--- src/rtl/i2c_target_mem.sv ---
// I2C target exposing a Depth-byte memory plus a local system-side port; optional input glitch filter under I2C_TARGET_FILTER_EN.
// Latency: pin to edge detect 2 cycles (2+FilterCycles filtered); sda_en_o updates 1 cycle after a detected SCL fall.
// No backpressure: SCL is never stretched, every written byte is ACKed, and the local port is always accepted.
module i2c_target_mem #(
  parameter logic [6:0]  TargetAddr   = 7'h50,
  parameter int unsigned Depth        = 16,
  parameter int unsigned FilterCycles = 4
) (
  input  logic                     clk_sys_i,
  input  logic                     rst_sys_ni,
  input  logic                     scl_i,
  input  logic                     sda_i,
  output logic                     sda_o,
  output logic                     sda_en_o,
  input  logic                     loc_we_i,
  input  logic [$clog2(Depth)-1:0] loc_addr_i,
  input  logic [7:0]               loc_wdata_i,
  output logic [7:0]               loc_rdata_o,
  output logic                     i2c_wr_o,
  output logic [$clog2(Depth)-1:0] i2c_wr_addr_o,
  output logic                     busy_o
);
  localparam int unsigned AW = $clog2(Depth);

  localparam logic [2:0] IDLE      = 3'd0;
  localparam logic [2:0] ADDR      = 3'd1;
  localparam logic [2:0] ADDR_ACK  = 3'd2;
  localparam logic [2:0] WR_BYTE   = 3'd3;
  localparam logic [2:0] WR_ACK    = 3'd4;
  localparam logic [2:0] RD_BYTE   = 3'd5;
  localparam logic [2:0] RD_ACK    = 3'd6;
  localparam logic [2:0] WAIT_STOP = 3'd7;

  // Pin vectors: bit 1 = SCL, bit 0 = SDA.
  logic [1:0] pin_s1_q, pin_s1_d, pin_s2_q, pin_s2_d, pin_p_q, pin_p_d, pin_c;

  logic [2:0]    state_q, state_d;
  logic [3:0]    cnt_q, cnt_d;
  logic [7:0]    sh_q, sh_d;
  logic [AW-1:0] ptr_q, ptr_d;
  logic          rw_q, rw_d;
  logic          first_q, first_d;
  logic          sda_en_q, sda_en_d;
  logic          busy_q, busy_d;
  logic          wr_q, wr_d;
  logic [AW-1:0] wr_addr_q, wr_addr_d;

  logic [7:0] mem [Depth];
  logic [7:0] rx_byte, rd_word;
  logic       commit;
  logic       scl_c, sda_c, scl_p, sda_p;
  logic       scl_rise, scl_fall, start_det, stop_det;

  assign pin_s1_d = {scl_i, sda_i};
  assign pin_s2_d = pin_s1_q;
  assign pin_p_d  = pin_c;

`ifdef I2C_TARGET_FILTER_EN
  localparam int unsigned FW = (FilterCycles > 1) ? $clog2(FilterCycles) : 1;

  logic [1:0]         filt_q, filt_d;
  logic [1:0][FW-1:0] fcnt_q, fcnt_d;

  // A level change is accepted only after FilterCycles consecutive differing samples.
  always_comb begin
    filt_d = filt_q;
    fcnt_d = fcnt_q;
    for (int i = 0; i < 2; i++) begin
      if (pin_s2_q[i] == filt_q[i]) begin
        fcnt_d[i] = '0;
      end else if (fcnt_q[i] == FW'(FilterCycles - 1)) begin
        filt_d[i] = pin_s2_q[i];
        fcnt_d[i] = '0;
      end else begin
        fcnt_d[i] = fcnt_q[i] + 1'b1;
      end
    end
  end

  always_ff @(posedge clk_sys_i or negedge rst_sys_ni) begin
    if (!rst_sys_ni) begin
      filt_q <= 2'b11;
      fcnt_q <= '0;
    end else begin
      filt_q <= filt_d;
      fcnt_q <= fcnt_d;
    end
  end

  assign pin_c = filt_q;
`else
  assign pin_c = pin_s2_q;
`endif

  assign scl_c     = pin_c[1];
  assign sda_c     = pin_c[0];
  assign scl_p     = pin_p_q[1];
  assign sda_p     = pin_p_q[0];
  assign scl_rise  = scl_c & ~scl_p;
  assign scl_fall  = ~scl_c & scl_p;
  assign start_det = scl_c & scl_p & sda_p & ~sda_c;
  assign stop_det  = scl_c & scl_p & ~sda_p & sda_c;

  always_comb begin
    state_d   = state_q;
    cnt_d     = cnt_q;
    sh_d      = sh_q;
    ptr_d     = ptr_q;
    rw_d      = rw_q;
    first_d   = first_q;
    sda_en_d  = sda_en_q;
    busy_d    = busy_q;
    wr_d      = 1'b0;
    wr_addr_d = wr_addr_q;
    commit    = 1'b0;
    rx_byte   = {sh_q[6:0], sda_c};
    rd_word   = mem[ptr_q];

    if (stop_det) begin
      state_d  = IDLE;
      cnt_d    = '0;
      sda_en_d = 1'b0;
      busy_d   = 1'b0;
    end else if (start_det) begin
      state_d  = ADDR;
      cnt_d    = '0;
      sda_en_d = 1'b0;
    end else begin
      unique case (state_q)
        ADDR: begin
          if (scl_rise) begin
            sh_d = rx_byte;
            if (cnt_q == 4'd7) begin
              cnt_d = '0;
              if (rx_byte[7:1] == TargetAddr) begin
                state_d = ADDR_ACK;
                rw_d    = rx_byte[0];
                busy_d  = 1'b1;
              end else begin
                state_d = WAIT_STOP;
              end
            end else begin
              cnt_d = cnt_q + 4'd1;
            end
          end
        end
        // The first fall in an ACK state opens the 9th clock (drive ACK); the second closes it.
        ADDR_ACK, WR_ACK: begin
          if (scl_fall) begin
            if (!sda_en_q) begin
              sda_en_d = 1'b1;
            end else begin
              sda_en_d = 1'b0;
              cnt_d    = '0;
              if (state_q == ADDR_ACK && rw_q) begin
                state_d  = RD_BYTE;
                sh_d     = rd_word;
                sda_en_d = ~rd_word[7];
              end else begin
                state_d = WR_BYTE;
                if (state_q == ADDR_ACK) first_d = 1'b1;
              end
            end
          end
        end
        WR_BYTE: begin
          if (scl_rise) begin
            sh_d = rx_byte;
            if (cnt_q == 4'd7) begin
              cnt_d   = '0;
              state_d = WR_ACK;
              if (first_q) begin
                ptr_d   = rx_byte[AW-1:0];
                first_d = 1'b0;
              end else begin
                commit    = 1'b1;
                wr_d      = 1'b1;
                wr_addr_d = ptr_q;
                ptr_d     = ptr_q + 1'b1;
              end
            end else begin
              cnt_d = cnt_q + 4'd1;
            end
          end
        end
        RD_BYTE: begin
          if (scl_rise) begin
            cnt_d = cnt_q + 4'd1;
          end else if (scl_fall) begin
            if (cnt_q == 4'd8) begin
              state_d  = RD_ACK;
              cnt_d    = '0;
              sda_en_d = 1'b0;
              ptr_d    = ptr_q + 1'b1;
            end else begin
              sh_d     = {sh_q[6:0], 1'b1};
              sda_en_d = ~sh_q[6];
            end
          end
        end
        RD_ACK: begin
          if (scl_rise && sda_c) begin
            state_d = WAIT_STOP;
          end else if (scl_fall) begin
            state_d  = RD_BYTE;
            sh_d     = rd_word;
            sda_en_d = ~rd_word[7];
          end
        end
        default: ;
      endcase
    end
  end

  always_ff @(posedge clk_sys_i or negedge rst_sys_ni) begin
    if (!rst_sys_ni) begin
      pin_s1_q  <= 2'b11;
      pin_s2_q  <= 2'b11;
      pin_p_q   <= 2'b11;
      state_q   <= IDLE;
      cnt_q     <= '0;
      sh_q      <= '0;
      ptr_q     <= '0;
      rw_q      <= 1'b0;
      first_q   <= 1'b0;
      sda_en_q  <= 1'b0;
      busy_q    <= 1'b0;
      wr_q      <= 1'b0;
      wr_addr_q <= '0;
    end else begin
      pin_s1_q  <= pin_s1_d;
      pin_s2_q  <= pin_s2_d;
      pin_p_q   <= pin_p_d;
      state_q   <= state_d;
      cnt_q     <= cnt_d;
      sh_q      <= sh_d;
      ptr_q     <= ptr_d;
      rw_q      <= rw_d;
      first_q   <= first_d;
      sda_en_q  <= sda_en_d;
      busy_q    <= busy_d;
      wr_q      <= wr_d;
      wr_addr_q <= wr_addr_d;
    end
  end

  // Local write is issued last so it overrides an I2C commit to the same address.
  always_ff @(posedge clk_sys_i) begin
    if (commit) mem[ptr_q] <= rx_byte;
    if (loc_we_i) mem[loc_addr_i] <= loc_wdata_i;
  end

  assign sda_o         = 1'b0;
  assign sda_en_o      = sda_en_q;
  assign loc_rdata_o   = mem[loc_addr_i];
  assign i2c_wr_o      = wr_q;
  assign i2c_wr_addr_o = wr_addr_q;
  assign busy_o        = busy_q;
endmodule

--- config.mk ---
export PLATFORM = sky130hd
export DESIGN_NAME = i2c_target_mem
export DESIGN_NICKNAME = d
export VERILOG_FILES = /design/src/rtl/i2c_target_mem.sv
export SDC_FILE = /design/constraint.sdc
export NUM_CORES = 1
export LEC_CHECK = 0
export BUFFER_PORTS_ARGS = -buffer_cell sky130_fd_sc_hd__buf_2
export CAP_MARGIN = 10
export CELL_PAD_IN_SITES_DETAIL_PLACEMENT = 1
export CELL_PAD_IN_SITES_GLOBAL_PLACEMENT = 2
export CORE_MARGIN = 2
export CORE_UTILIZATION = 40
export DETAILED_ROUTE_END_ITERATION = 12
export GPL_TIMING_DRIVEN = 0
export PLACE_DENSITY = 0.8
export SETUP_SLACK_MARGIN = 0.05
export SLEW_MARGIN = 5
export SYNTH_ARGS = -nofsm -noshare
export SYNTH_HDL_FRONTEND = slang
export SYNTH_SLANG_ARGS = --single-unit
--- constraint.sdc ---
create_clock -name clk_sys_i -period 6.8 [get_ports clk_sys_i]
set_input_delay 0.34 -clock clk_sys_i [delete_from_list [all_inputs] [get_ports clk_sys_i]]
set_output_delay 0.34 -clock clk_sys_i [all_outputs]
set_load 0.005 [all_outputs]
# Word-level counts from Yosys, hierarchy flattened
# Memories as Yosys holds them, arrays and structs flattened.
# Cells that the tools add are included.
word_totals:
  reg_bits: 33
  ramBits: 128
  input_bits: 17
  output_inout_bits: 16
  elab_cells: 171
  memories: 1
mem_list:
  columns: ["name", "words", "width", "rd", "rd_ports_with_merged_regs", "wr", "line_no", "text"]
  rows:
  - ["mem", 16, 8, 2, 0, 2, "48", "logic [7:0] mem [Depth];"]
op_classes:
  n_addsub: 2
  n_eq_ne: 39
  n_mux: 77
  bitwise_logic: 16
  n_reduce_logical: 23
ops:
  columns: ["cell", "count"]
  rows:
  - ["$mux W7", 9]
  - ["$mux W4", 15]
  - ["$mux W3", 15]
  - ["$ne A4 B4 Y1 const B", 11]
  - ["$mux W1", 32]
  - ["$pmux W7 S4", 1]
  - ["$ne A2 B2 Y1 const B", 13]
  - ["$reduce_and A6 Y1", 4]
  - ["$ne A5 B5 Y1 const B", 3]
  - ["$pmux W3 S5", 1]
  - ["$pmux W4 S3", 1]
  - ["$reduce_and A12 Y1", 1]
  - ["$reduce_bool A2 Y1", 6]
  - ["$reduce_and A11 Y1", 1]
  - ["$reduce_bool A5 Y1", 2]
  - ["$eq A3 B3 Y1 const B", 3]
  - ["$not A1 Y1", 9]
  - ["$reduce_and A9 Y1", 1]
  - ["$add A4 B1 Y4 const B", 2]
  - ["$pmux W4 S2", 1]
  - ["$reduce_and A8 Y1", 1]
  - ["$and A1 B1 Y1", 7]
  - ["$eq A7 B7 Y1 const B", 1]
  - ["$reduce_bool A7 Y1", 1]
  - ["other kinds (12)", 16]

# Depth between registers and ports, before layout
# Gate-level depths: netlist of the first run.
depth:
  word_depth: 8
  mapped_depth: 8
  depth_no_buf: 7

# Worst setup path after synthesis of the first run
# OpenSTA, ideal clock, no wires.
synth_path:
  kind: "register to register"
  start: "reg pin_s2_q[1], in the netlist pin_c[1]"
  end: "mem mem[0][0], enable pin"
  setup_time_ps: 331
  arrival_time_ps: 1991
  required_ps: 6469
  setup_slack_ps: 4478
  path_stages_with_launch: 8
  n_path_buf: 1
  synth_period_minus_slack_ps: 2322
  cell_sequence: "dfstp_2 -> ha_1 -> nand4b_1 -> nor2_1 -> nand4b_1 -> buf_2 -> nor3_1 -> a22o_1"
synth_rtl:
  columns: ["element", "line_no", "text"]
  rows:
  - ["from (decl)", "35", "logic [1:0] pin_s1_q, pin_s1_d, pin_s2_q, pin_s2_d, pin_p_q, pin_p_d, pin_c;"]
  - ["from (signal assigned)", "232", "pin_s2_q <= pin_s2_d;"]
  - ["to (decl)", "48", null]

==> results of run 1 <==
routing by layer:
metal  up-vias  track usage
met5         -            0
met4         0       0.0893
met1      3430        0.287
met3        61       0.0512
met2       233        0.419
li1       2829            -
area by class of cell:
cell class                 count  area, µm²  area share
timing repair buffer          32        175      0.0163
clock inverter                15        185      0.0172
clock buffer                  17        425      0.0395
buffer                        59        272      0.0252
sequential                   161       4680       0.434
multi-input combinational    453       4590       0.426
tap                          319        399      0.0370
inverter                      14       52.6     0.00488
flip-flops by register name, indices dropped and copies added, names as in the netlist:
signal,flops
mem,128
sh_q,7
cnt_q,4
i2c_wr_addr_o,4
ptr_q,4
state_q,3
pin_c,2
pin_p_q,2
pin_s1_q,2
busy_o,1
first_q,1
i2c_wr_o,1
rw_q,1
sda_en_o,1
stage by stage:
step,setup slack [ps],instances,hold slack (ps),instance area [µm²]
after detailed placement,3820,1035,350,10100
after floorplan,4480,687,44.4,9590
after global routing,3500,1070,315,10800
after global placement,3880,1035,346,10100
after CTS,3790,1070,304,10800
final,3810,1070,316,10800
logic make-up after synthesis:
group                      Yosys count  synth area share
buffers and inverters               73            0.0338
and+or+nand+nor                    139            0.0741
muxes                              207             0.319
other                                1          0.000391
AOI/OAI and AO/OA                   95            0.0712
DFF                                161             0.488
xor gates and xnor gates             2           0.00183
adders and majority gates            9            0.0117
synth_stat cells, drive strengths merged, types with 2 or more instances:
cell type	n
edfxtp	128
ha	9
nand3	9
a211oi	5
o21ai	20
o22ai	8
nor3b	4
nor3	9
a22o	7
dfstp	6
mux2i	18
o22a	2
nor2b	9
nand3b	5
inv	14
buf	31
a31oi	4
and3	3
a21o	8
and2	5
a221oi	7
mux4	65
o221ai	3
nand2	44
nand4	2
clkbuf	28
dfrtp	27
nor2	30
o21bai	2
mux2	124
a21bo	2
nand2b	8
nand4b	3
a21oi	6
a211o	7
o31ai	7
power breakdown:
group / switching (mW) / internal (mW) / total (mW)
combinational: 0.324 / 0.221 / 0.546
clock: 0.487 / 0.500 / 0.987
sequential: 0.0185 / 1.18 / 1.20
total: 0.830 / 1.90 / 2.73
worst max-delay path by stage:
stage,from,to,slack [ps],depth (start not counted)
2_1_floorplan,pin_c[1],mem[0][0],4480,7
3_3_place_gp,pin_c[1],mem[1][3],3880,7
3_5_place_dp,pin_c[1],mem[1][3],3820,7
4_1_cts,pin_c[1],mem[1][1],3790,7
5_1_grt,pin_c[1],mem[1][1],3500,7
6_report,pin_c[1],mem[1][1],3810,7
critical path, delay by kind of cell, from the launching register on:
family	cells	cell delay, ps
simple gates	4	1000
flops	1	560
compound gates	1	510
fa+ha+maj	1	330
buf+inv	1	240
==> insert_results.sql, run 1 <==
INSERT INTO impl_metrics (metric_group, metric, value, unit) VALUES
('outcome', 'outcome', 'complete, no violations', ''),
('flow_run', 'maxCapViolations', '0', ''),
('logic_synthesis', 'synth_top_area_cell', 'edfxtp_1', ''),
('pwr', 'totalPowerFinal', '2.73', 'mW'),
('worst_setup_path', 'crit_top_cell', 'nand4b_1', ''),
('timing', 'final-max-slew-violation-count', '0', ''),
('clock_tree', 'tritoncts.num_buffers', '17', ''),
('final_layout', 'final_nets', '764', ''),
('clock_tree', 'h-tree-depth', '4', ''),
('timing', 'relative_max_transition_margin', '0.446', ''),
('floorplanning', 'die_height', '159', 'µm'),
('logic_synthesis', 'yosysSeqAreaShare', '0.488', ''),
('final_layout', 'layout_overhead_on_the_synthesized_area', '12.4', '%'),
('routing', 'drtIter0Drc', '539', ''),
('clock_tree', 'clkTransAtPathRegs', '80', 'ps'),
('clock_tree', 'post_cts.repair.setup_buffers', '0', ''),
('floorplanning', 'die_width', '159', 'µm'),
('logic_synthesis', 'synth.net_count', '713', ''),
('grt', 'grt_max_degree', '34', ''),
('final_layout', 'layout.cells.most_common', 'edfxtp_1', ''),
('timing', 'fmax', '335', 'MHz'),
('clock_tree', 'root_buffer', 'clkbuf_16', ''),
('logic_synthesis', 'netlist_area', '9590', 'µm²'),
('worst_setup_path', 'r2r_slack', '3810', 'ps'),
('worst_setup_path', 'worst_path_max_delay_cell', 'dfstp_2', ''),
('grt', 'grt.total_usage', '0.238', ''),
('worst_setup_path', 'worstPathArrival', '3070', 'ps'),
('final_layout', 'final_cell_mix', 'edfxtp_1, mux2_1, mux4_2', ''),
('timing', 'finalHoldViolations', '0', ''),
('clock_tree', 'cts_tree', 'done', ''),
('floorplanning', 'coreArea', '23500', 'µm²'),
('worst_setup_path', 'critPathLaunchType', 'flip-flop', ''),
('floorplanning', 'floorplan.rows', '56', ''),
('timing', 'rsz0062_at_grt', 'false', ''),
('worst_setup_path', 'worstReg2RegStart', 'pin_c[1]', ''),
('logic_synthesis', 'count_of_flip_flops_with_a_built_in_enable_after_synthesis', '128', ''),
('logic_synthesis', 'post_synth_main_area_contributors', 'edfxtp_1, mux2_1, mux4_2, dfrtp_1, mux2i_1', ''),
('timing', 'final.setup_skew', '11.6', 'ps'),
('worst_setup_path', 'critical_path.max_fanout', '10', ''),
('routing', 'route.detailed.vias_per_inst', '6.12', ''),
('pwr', 'p_leak', '4.00', 'nW'),
('pwr', 'power.density_cell_area', '253', 'nW/µm²'),
('logic_synthesis', 'yosys.cell_types.count', '62', ''),
('floorplanning', 'initial_core_util', '0.409', ''),
('routing', 'met3_length', '1860', 'µm'),
('grt', 'grt_remaining_overflow', '0', ''),
('timing', 'min_period_over_period', '0.439', ''),
('logic_synthesis', 'synth.avg_cell_area', '14.0', 'µm²'),
('logic_synthesis', 'yosysTopAreaCellShare', '0.401', ''),
('worst_setup_path', 'worst_ep_required', '6880', 'ps'),
('grt', 'number_of_global_route_vias_before_repair', '7087', ''),
('worst_setup_path', 'r2r.worst_path.cells', '7', ''),
('place', 'port-buffer-count', '29', ''),
('grt', 'grt_pass1_wl', '44700', 'µm'),
('routing', 'routedWlPerCell', '27.3', 'µm'),
('grt', 'grt_antenna_before_repair', '1', ''),
('pwr', 'worst_ir_drop_vdd', '0.158', 'mV'),
('floorplanning', 'io_pins', '33', ''),
('routing', 'dr.pass1.iters', '5', ''),
('worst_setup_path', 'critical_path_class', 'reg -> reg', ''),
('final_layout', 'finalCoreUtilization', '0.459', ''),
('clock_tree', 'clock_latency', '440', 'ps'),
('logic_synthesis', 'synthFlopType', 'edfxtp_1', ''),
('routing', 'highest_layer', 'met4', ''),
('floorplanning', 'fp.dieArea', '25200', 'µm²'),
('clock_tree', 'postCtsResizedCells', '0', ''),
('timing', 'finalWorstPathRequiredPeriod', '2990', 'ps'),
('place', 'detailedPlacementHpwl', '22200', 'µm'),
('min_path', 'worst_hold_path.endpoint', 'mem[11][3]', ''),
('min_path', 'hold_path.class', 'in -> reg', ''),
('final_layout', 'antenna-diode-count', '0', '');
No activity file was read; power rests on OpenSTA's default activity.
==> run 2, diff against run 1 <==
- ABC_AREA: unset -> 1
- CORE_UTILIZATION: 40 -> 38
- PLACE_DENSITY: 0.8 -> 0.88
- clock period: 6.8 -> 3.1 ns (I/O delays scaled with it)
==> insert_results.sql, run 2 <==
INSERT INTO impl_metrics (metric_group, metric, value, unit) VALUES
('logic_synthesis', 'synth.avg_cell_area', '7.90', 'µm²'),
('clock_tree', 'clock_latency', '450', 'ps'),
('worst_setup_path', 'worstPathArrival', '3090', 'ps'),
('timing', 'finalSetupTns', '0', 'ps'),
('timing', 'finalWorstPathRequiredPeriod', '3020', 'ps'),
('grt', 'grt_antenna_before_repair', '0', ''),
('timing', 'final-setup-viol-count', '0', ''),
('routing', 'drc', '0', ''),
('timing', 'fin_hold_ws', '131', 'ps'),
('logic_synthesis', 'synth_top_cells_by_count', 'nand2_1, o21ai_0, nand3_1', ''),
('final_layout', 'registers.top_by_ff_count', 'mem', ''),
('routing', 'drtAntennaViolNets', '0', ''),
('routing', 'detailroute.wirelength.met2', '19300', 'µm'),
('final_layout', 'final.fill_count', '3097', ''),
('routing', 'dr.pass1.iters', '5', ''),
('logic_synthesis', 'synthFlopType', 'edfxtp_1', ''),
('timing', 'finalHoldViolations', '0', ''),
('timing', 'final-max-slew-violation-count', '0', ''),
('worst_setup_path', 'critical_path_class', 'reg -> reg', ''),
('floorplanning', 'coreArea', '25000', 'µm²'),
('outcome', 'outcome', 'complete, no violations', ''),
('logic_synthesis', 'synth_top_area_cell', 'edfxtp_1', ''),
('final_layout', 'layout.cells.most_common', 'nand2_1', ''),
('final_layout', 'final_nets', '1293', ''),
('clock_tree', 'cts_tree', 'done', ''),
('logic_synthesis', 'synth.net_count', '1239', ''),
('clock_tree', 'root_buffer', 'clkbuf_16', ''),
('floorplanning', 'floorplan.rows', '58', ''),
('grt', 'grt_pass1_wl', '62500', 'µm'),
('worst_setup_path', 'endpoint_kind', 'flip-flop', ''),
('final_layout', 'final-instance-count-excl-fill', '1610', ''),
('routing', 'highest_layer', 'met4', ''),
('logic_synthesis', 'count_of_flip_flops_with_a_built_in_enable_after_synthesis', '128', ''),
('grt', 'grt_max_degree', '34', ''),
('place', 'globalplace.congestion', '0.993', ''),
('grt', 'grt_remaining_overflow', '0', ''),
('clock_tree', 'clkTransAtPathRegs', '70', 'ps'),
('timing', 'relative_max_transition_margin', '0.241', ''),
('clock_tree', 'h-tree-depth', '4', ''),
('place', 'placed_cells', '1574', ''),
('logic_synthesis', 'yosysTopAreaCellShare', '0.401', ''),
('logic_synthesis', 'synthMostInstantiatedCell', 'nand2_1', ''),
('clock_tree', 'cts.path.max_buffers', '2', ''),
('floorplanning', 'die_height', '163', 'µm'),
('grt', 'number_of_global_route_vias_before_repair', '9593', ''),
('place', 'dp_worst_setup_slack', '-224', 'ps'),
('flow_run', 'maxCapViolations', '0', ''),
('final_layout', 'post_route_cells_drive_above_1_share', '0.109', ''),
('routing', 'route.detailed.vias_per_inst', '6.03', ''),
('grt', 'grt.total_usage', '0.331', ''),
('final_layout', 'largest_registers', 'mem x128, sh_q x7', ''),
('worst_setup_path', 'worst_ep_required', '3170', 'ps'),
('final_layout', 'finalInstanceArea', '10900', 'µm²'),
('final_layout', 'antenna-diode-count', '0', ''),
('floorplanning', 'io_pins', '33', ''),
('routing', 'routedWlPerCell', '26.9', 'µm'),
('worst_setup_path', 'worst_path_max_delay_cell', 'nor2_1', ''),
('floorplanning', 'die_width', '163', 'µm'),
('final_layout', 'final_cell_mix', 'nand2_1, o21ai_0, nand3_1', ''),
('routing', 'drtIter0Drc', '1165', ''),
('final_layout', 'layout_overhead_on_the_synthesized_area', '13.3', '%'),
('routing', 'drt_wl_total', '43300', 'µm'),
('logic_synthesis', 'yosys.cell_types.count', '35', ''),
('worst_setup_path', 'crit_top_cell', 'inv_1', ''),
('routing', 'm1WireLength', '17400', 'µm'),
('logic_synthesis', 'yosysSeqAreaShare', '0.488', ''),
('logic_synthesis', 'synthCells', '1213', ''),
('logic_synthesis', 'synth-warning-count', '0', ''),
('pwr', 'p_leak', '4.36', 'nW'),
('timing', 'final.setup_skew', '13.2', 'ps'),
('clock_tree', 'tritoncts.num_buffers', '17', ''),
('pwr', 'worst_ir_drop_vdd', '0.448', 'mV'),
('pwr', 'power.density_cell_area', '864', 'nW/µm²'),
('worst_setup_path', 'slowest_delay', '860', 'ps'),
('final_layout', 'finalCoreUtilization', '0.435', ''),
('worst_setup_path', 'critical_path.max_fanout', '8', ''),
('place', 'postPlaceCellArea', '10200', 'µm²'),
('worst_setup_path', 'cell_by_cell_listing_of_the_critical_path', 'buf_2 > inv_1 > nor2_1 > inv_1 > o31ai_2', ''),
('logic_synthesis', 'async_reset_ff_frac', '0.205', ''),
('timing', 'min_period_over_period', '0.973', ''),
('timing', 'rsz0062_at_grt', 'true', ''),
('floorplanning', 'initial_core_util', '0.384', ''),
('clock_tree', 'sinks_on_clock_net', '161', ''),
('min_path', 'hold_path.class', 'in -> reg', ''),
('timing', 'final_critical_path_setup_slack', '83.0', 'ps'),
('final_layout', 'largest_register_ff_count', '128', ''),
('logic_synthesis', 'netlist_area', '9590', 'µm²'),
('pwr', 'totalPowerFinal', '9.38', 'mW'),
('worst_setup_path', 'critPathLaunchType', 'flip-flop', ''),
('logic_synthesis', 'post_synth_main_area_contributors', 'edfxtp_1, nand2_1, o21ai_0, dfrtp_1, nand3_1', ''),
('routing', 'route.vias.total', '9711', ''),
('timing', 'fmax', '331', 'MHz'),
('routing', 'met3_length', '3710', 'µm'),
('clock_tree', 'post_cts.repair.setup_buffers', '0', ''),
('logic_synthesis', 'ys_seq_elements', '161', ''),
('timing', 'timing_worst_slew_pin_value', '1130', 'ps'),
('place', 'detailedPlacementHpwl', '31900', 'µm'),
('place', 'port-buffer-count', '30', ''),
('floorplanning', 'fp.dieArea', '26500', 'µm²');
## run 2: worst paths after layout
kind / from / endpoint / slack (ps) / cells after the start
setup / recovery: ptr_q[2] / mem[7][2] / 80 / 5
hold / removal: loc_wdata_i[4] / mem[10][4] / 130 / 3
setup reg to reg: ptr_q[2] / mem[7][2] / 80 / 5
hold reg to reg: pin_s1_q[0] / pin_c[0] / 360 / 0
max in group asynchronous: rst_sys_ni / ptr_q[0] / 2290 / 2
min in group asynchronous: rst_sys_ni / sda_en_o / 310 / 2
## run 2: cells by family after synthesis
family,after synthesis,synth area share
buf+inv,160,0.0659
fa+ha+maj,9,0.0117
mux,1,0.00117
simple gates,603,0.267
other cells,1,0.000391
xor+xnor,1,0.000914
compound gates,277,0.164
flops,161,0.488
## run 2: repair_timing
| item | in CTS | in global routing |
|---|---|---|
| hold buffers | 3 | 0 |
| endpoints found under the hold margin | 29 | 0 |
| gates resized for setup | 8 | 10 |
| pin swaps | 0 | 0 |
| endpoints found under the setup margin | 56 | 56 |
| gates cloned | 0 | 0 |
## run 2: power by group
part / internal, mW / switching (mW)
logic: 1.15 / 3.20
registers: 2.70 / 0.184
clock network: 1.17 / 0.973
total: 5.02 / 4.36
## run 2: metal layers
metal,vias up,GRT usage
met2,520,0.509
li1,4287,-
met1,4771,0.436
met4,0,0.198
met5,-,0
met3,133,0.0581
## run 2: final cells by class
cell class | count | area, µm² | area share
clock buffer | 22 | 508 | 0.0468
inverter | 87 | 329 | 0.0303
multi-input combinational | 892 | 4360 | 0.402
timing repair buffer | 35 | 193 | 0.0177
sequential | 161 | 4680 | 0.431
buffer | 73 | 307 | 0.0282
clock inverter | 10 | 68.8 | 0.00634
tap | 330 | 413 | 0.0380
## run 2: worst max-delay path: cells and delay by family (launching register included)
family                 cells  cell delay (ps)
AO/OA/AOI/OAI              1              740
buffers and inverters      3              720
flip-flops                 1              320
AND/OR/NAND/NOR            1              860
==> run 3, diff against run 2 <==
- CORE_UTILIZATION: 38 -> 39
- CTS_BUF_LIST: unset -> sky130_fd_sc_hd__clkbuf_4
- PLACE_DENSITY: 0.88 -> 0.9
==> insert_results.sql, run 3 (synthesis results as in run 2) <==
INSERT INTO impl_metrics (metric_group, metric, value, unit) VALUES
('worst_setup_path', 'worstReg2RegEnd', 'mem[1][0]', ''),
('timing', 'min_period_over_period', '0.956', ''),
('final_layout', 'final.fill_count', '2999', ''),
('timing', 'rsz0062_at_grt', 'true', ''),
('worst_setup_path', 'worst_path_max_delay_cell', 'dfstp_2', ''),
('clock_tree', 'sinks_on_clock_net', '161', ''),
('clock_tree', 'tritoncts.num_buffers', '17', ''),
('timing', 'final-max-slew-violation-count', '0', ''),
('floorplanning', 'die_height', '161', 'µm'),
('final_layout', 'final_nets', '1300', ''),
('place', 'globalplace.congestion', '1.01', ''),
('timing', 'final.setup_skew', '38.8', 'ps'),
('grt', 'grt.total_usage', '0.326', ''),
('clock_tree', 'cts_tree', 'done', ''),
('grt', 'grt_max_degree', '34', ''),
('routing', 'routedWlPerCell', '25.8', 'µm'),
('grt', 'grt_antenna_before_repair', '2', ''),
('pwr', 'p_leak', '4.25', 'nW'),
('clock_tree', 'cts.path.max_buffers', '2', ''),
('place', 'detailedPlacementHpwl', '31300', 'µm'),
('final_layout', 'final_cell_mix', 'nand2_1, o21ai_0, nand3_1', ''),
('worst_setup_path', 'worst_ep_required', '3350', 'ps'),
('final_layout', 'registers.top_by_ff_count', 'mem', ''),
('final_layout', 'largest_registers', 'mem x128, sh_q x7', ''),
('timing', 'finalHoldViolations', '0', ''),
('timing', 'relative_max_transition_margin', '0.329', ''),
('final_layout', 'layout.cells.most_common', 'nand2_1', ''),
('timing', 'finalWorstPathRequiredPeriod', '2960', 'ps'),
('floorplanning', 'io_pins', '33', ''),
('routing', 'drc', '0', ''),
('final_layout', 'layout_overhead_on_the_synthesized_area', '10.6', '%'),
('floorplanning', 'fp.dieArea', '25800', 'µm²'),
('pwr', 'totalPowerFinal', '8.44', 'mW'),
('clock_tree', 'post_cts.repair.setup_buffers', '0', ''),
('floorplanning', 'coreArea', '24200', 'µm²'),
('routing', 'route.vias.total', '9571', ''),
('worst_setup_path', 'critPathLaunchType', 'flip-flop', ''),
('worst_setup_path', 'critical_path_cell_count', '9', ''),
('timing', 'final-setup-viol-count', '0', ''),
('worst_setup_path', 'worstReg2RegStart', 'pin_c[0]', ''),
('floorplanning', 'floorplan.rows', '57', ''),
('worst_setup_path', 'slowest_delay', '670', 'ps'),
('pwr', 'worst_ir_drop_vdd', '0.470', 'mV'),
('worst_setup_path', 'crit_top_cell', 'inv_2', ''),
('worst_setup_path', 'critical-path-top-delay-family', 'simple AND/OR/NAND/NOR gates', ''),
('floorplanning', 'initial_core_util', '0.395', ''),
('worst_setup_path', 'critical_path.max_fanout', '10', ''),
('worst_setup_path', 'worstPathArrival', '3220', 'ps'),
('worst_setup_path', 'critical_path_class', 'reg -> reg', ''),
('timing', 'timing_worst_slew_pin_value', '1000', 'ps'),
('grt', 'grt_pass1_wl', '61500', 'µm'),
('routing', 'drt_wl_total', '41600', 'µm'),
('clock_tree', 'clkTransAtPathRegs', '150', 'ps'),
('grt', 'number_of_global_route_vias_before_repair', '9436', ''),
('clock_tree', 'clock_latency', '610', 'ps'),
('worst_setup_path', 'endpoint_kind', 'flip-flop', ''),
('clock_tree', 'root_buffer', 'clkbuf_4', ''),
('worst_setup_path', 'r2r_slack', '140', 'ps'),
('routing', 'route.detailed.vias_per_inst', '5.94', ''),
('timing', 'finalSetupTns', '0', 'ps'),
('grt', 'grt_remaining_overflow', '0', ''),
('final_layout', 'post_route_cells_drive_above_1_share', '0.110', ''),
('floorplanning', 'die_width', '161', 'µm'),
('min_path', 'hold_path.class', 'in -> async', ''),
('clock_tree', 'h-tree-depth', '4', ''),
('place', 'port-buffer-count', '30', ''),
('outcome', 'outcome', 'complete, no violations', ''),
('timing', 'fmax', '337', 'MHz'),
('routing', 'drtIter0Drc', '1039', ''),
('worst_setup_path', 'r2r.worst_path.cells', '9', ''),
('routing', 'drtAntennaViolNets', '0', ''),
('pwr', 'power.density_cell_area', '796', 'nW/µm²'),
('flow_run', 'maxCapViolations', '0', ''),
('final_layout', 'largest_register_ff_count', '128', ''),
('routing', 'dr.pass1.iters', '7', ''),
('worst_setup_path', 'cell_by_cell_listing_of_the_critical_path', 'inv_2 > buf_2 > nand3_1 > nand2_1 > inv_1 > nand3_2 > inv_2 > nand2_2 > o21ai_4', ''),
('worst_setup_path', 'worstPathBufferInverterCount', '4', '');
run 3: changes by cell type in the layout (fill, tap and decap cells not counted), sizes merged:
cell         before  now
buf              66   67
clkbuf           61   56
bufinv            0    1
dlygate4sd3       3   11
diode             0    1
inv              88   94
clkinv            9    5
run 3: cell type report:
cell class	count	area [µm²]	area share
well taps	324	405	0.0382
repair buffers	43	273	0.0257
clock inverters	13	125	0.0118
inverters	87	327	0.0308
clock buffers	19	143	0.0135
flip-flops and latches	161	4680	0.441
diodes	1	2.50	0.000236
plain buffers	72	302	0.0285
multi-input cells	892	4350	0.410
run 3: how the worst max path moves through the flow:
stage | from | to | slack, ps
2_1_floorplan | pin_c[0] | mem[11][0] | 700
3_3_place_gp | pin_c[0] | mem[11][0] | -410
3_5_place_dp | pin_c[0] | mem[2][2] | -340
4_1_cts | ptr_q[0] | mem[4][2] | -200
5_1_grt | pin_c[0] | mem[1][0] | 9
6_report | pin_c[0] | mem[1][0] | 140
run 3: repair_timing:
item	4_1_cts	5_1_grt
gates resized for setup	6	8
hold endpoints to repair	71	0
setup endpoints to repair	56	48
hold buffers	11	0
run 3: report_power, final:
part           internal (mW)  leakage (nW)  switching [mW]
clock network          0.437         0.158           0.874
registers               2.70          1.58           0.178
logic                   1.15          2.52            3.11
run 3: stage by stage:
stage / util / hold WS [ps] / setup WS, ps / cells / cell area (µm²)
detailed placement: 0.419 / 261 / -337 / 1568 / 10200
floorplan: - / -141 / 698 / 1213 / 9590
finish: 0.437 / 144 / 136 / 1612 / 10600
CTS: 0.435 / 162 / -196 / 1611 / 10500
global placement: 0.418 / 260 / -414 / 1567 / 10100
global route: 0.437 / 158 / 8.92 / 1612 / 10600
run 3: metal layers:
metal	wire (µm)	up-vias	global-route usage	share of wire
li1	-	4294	-	-
met1	17300	4738	0.433	0.42
met2	19100	428	0.522	0.46
met3	3030	111	0.0501	0.073
met4	2230	0	0.159	0.054
met5	0	-	0	0
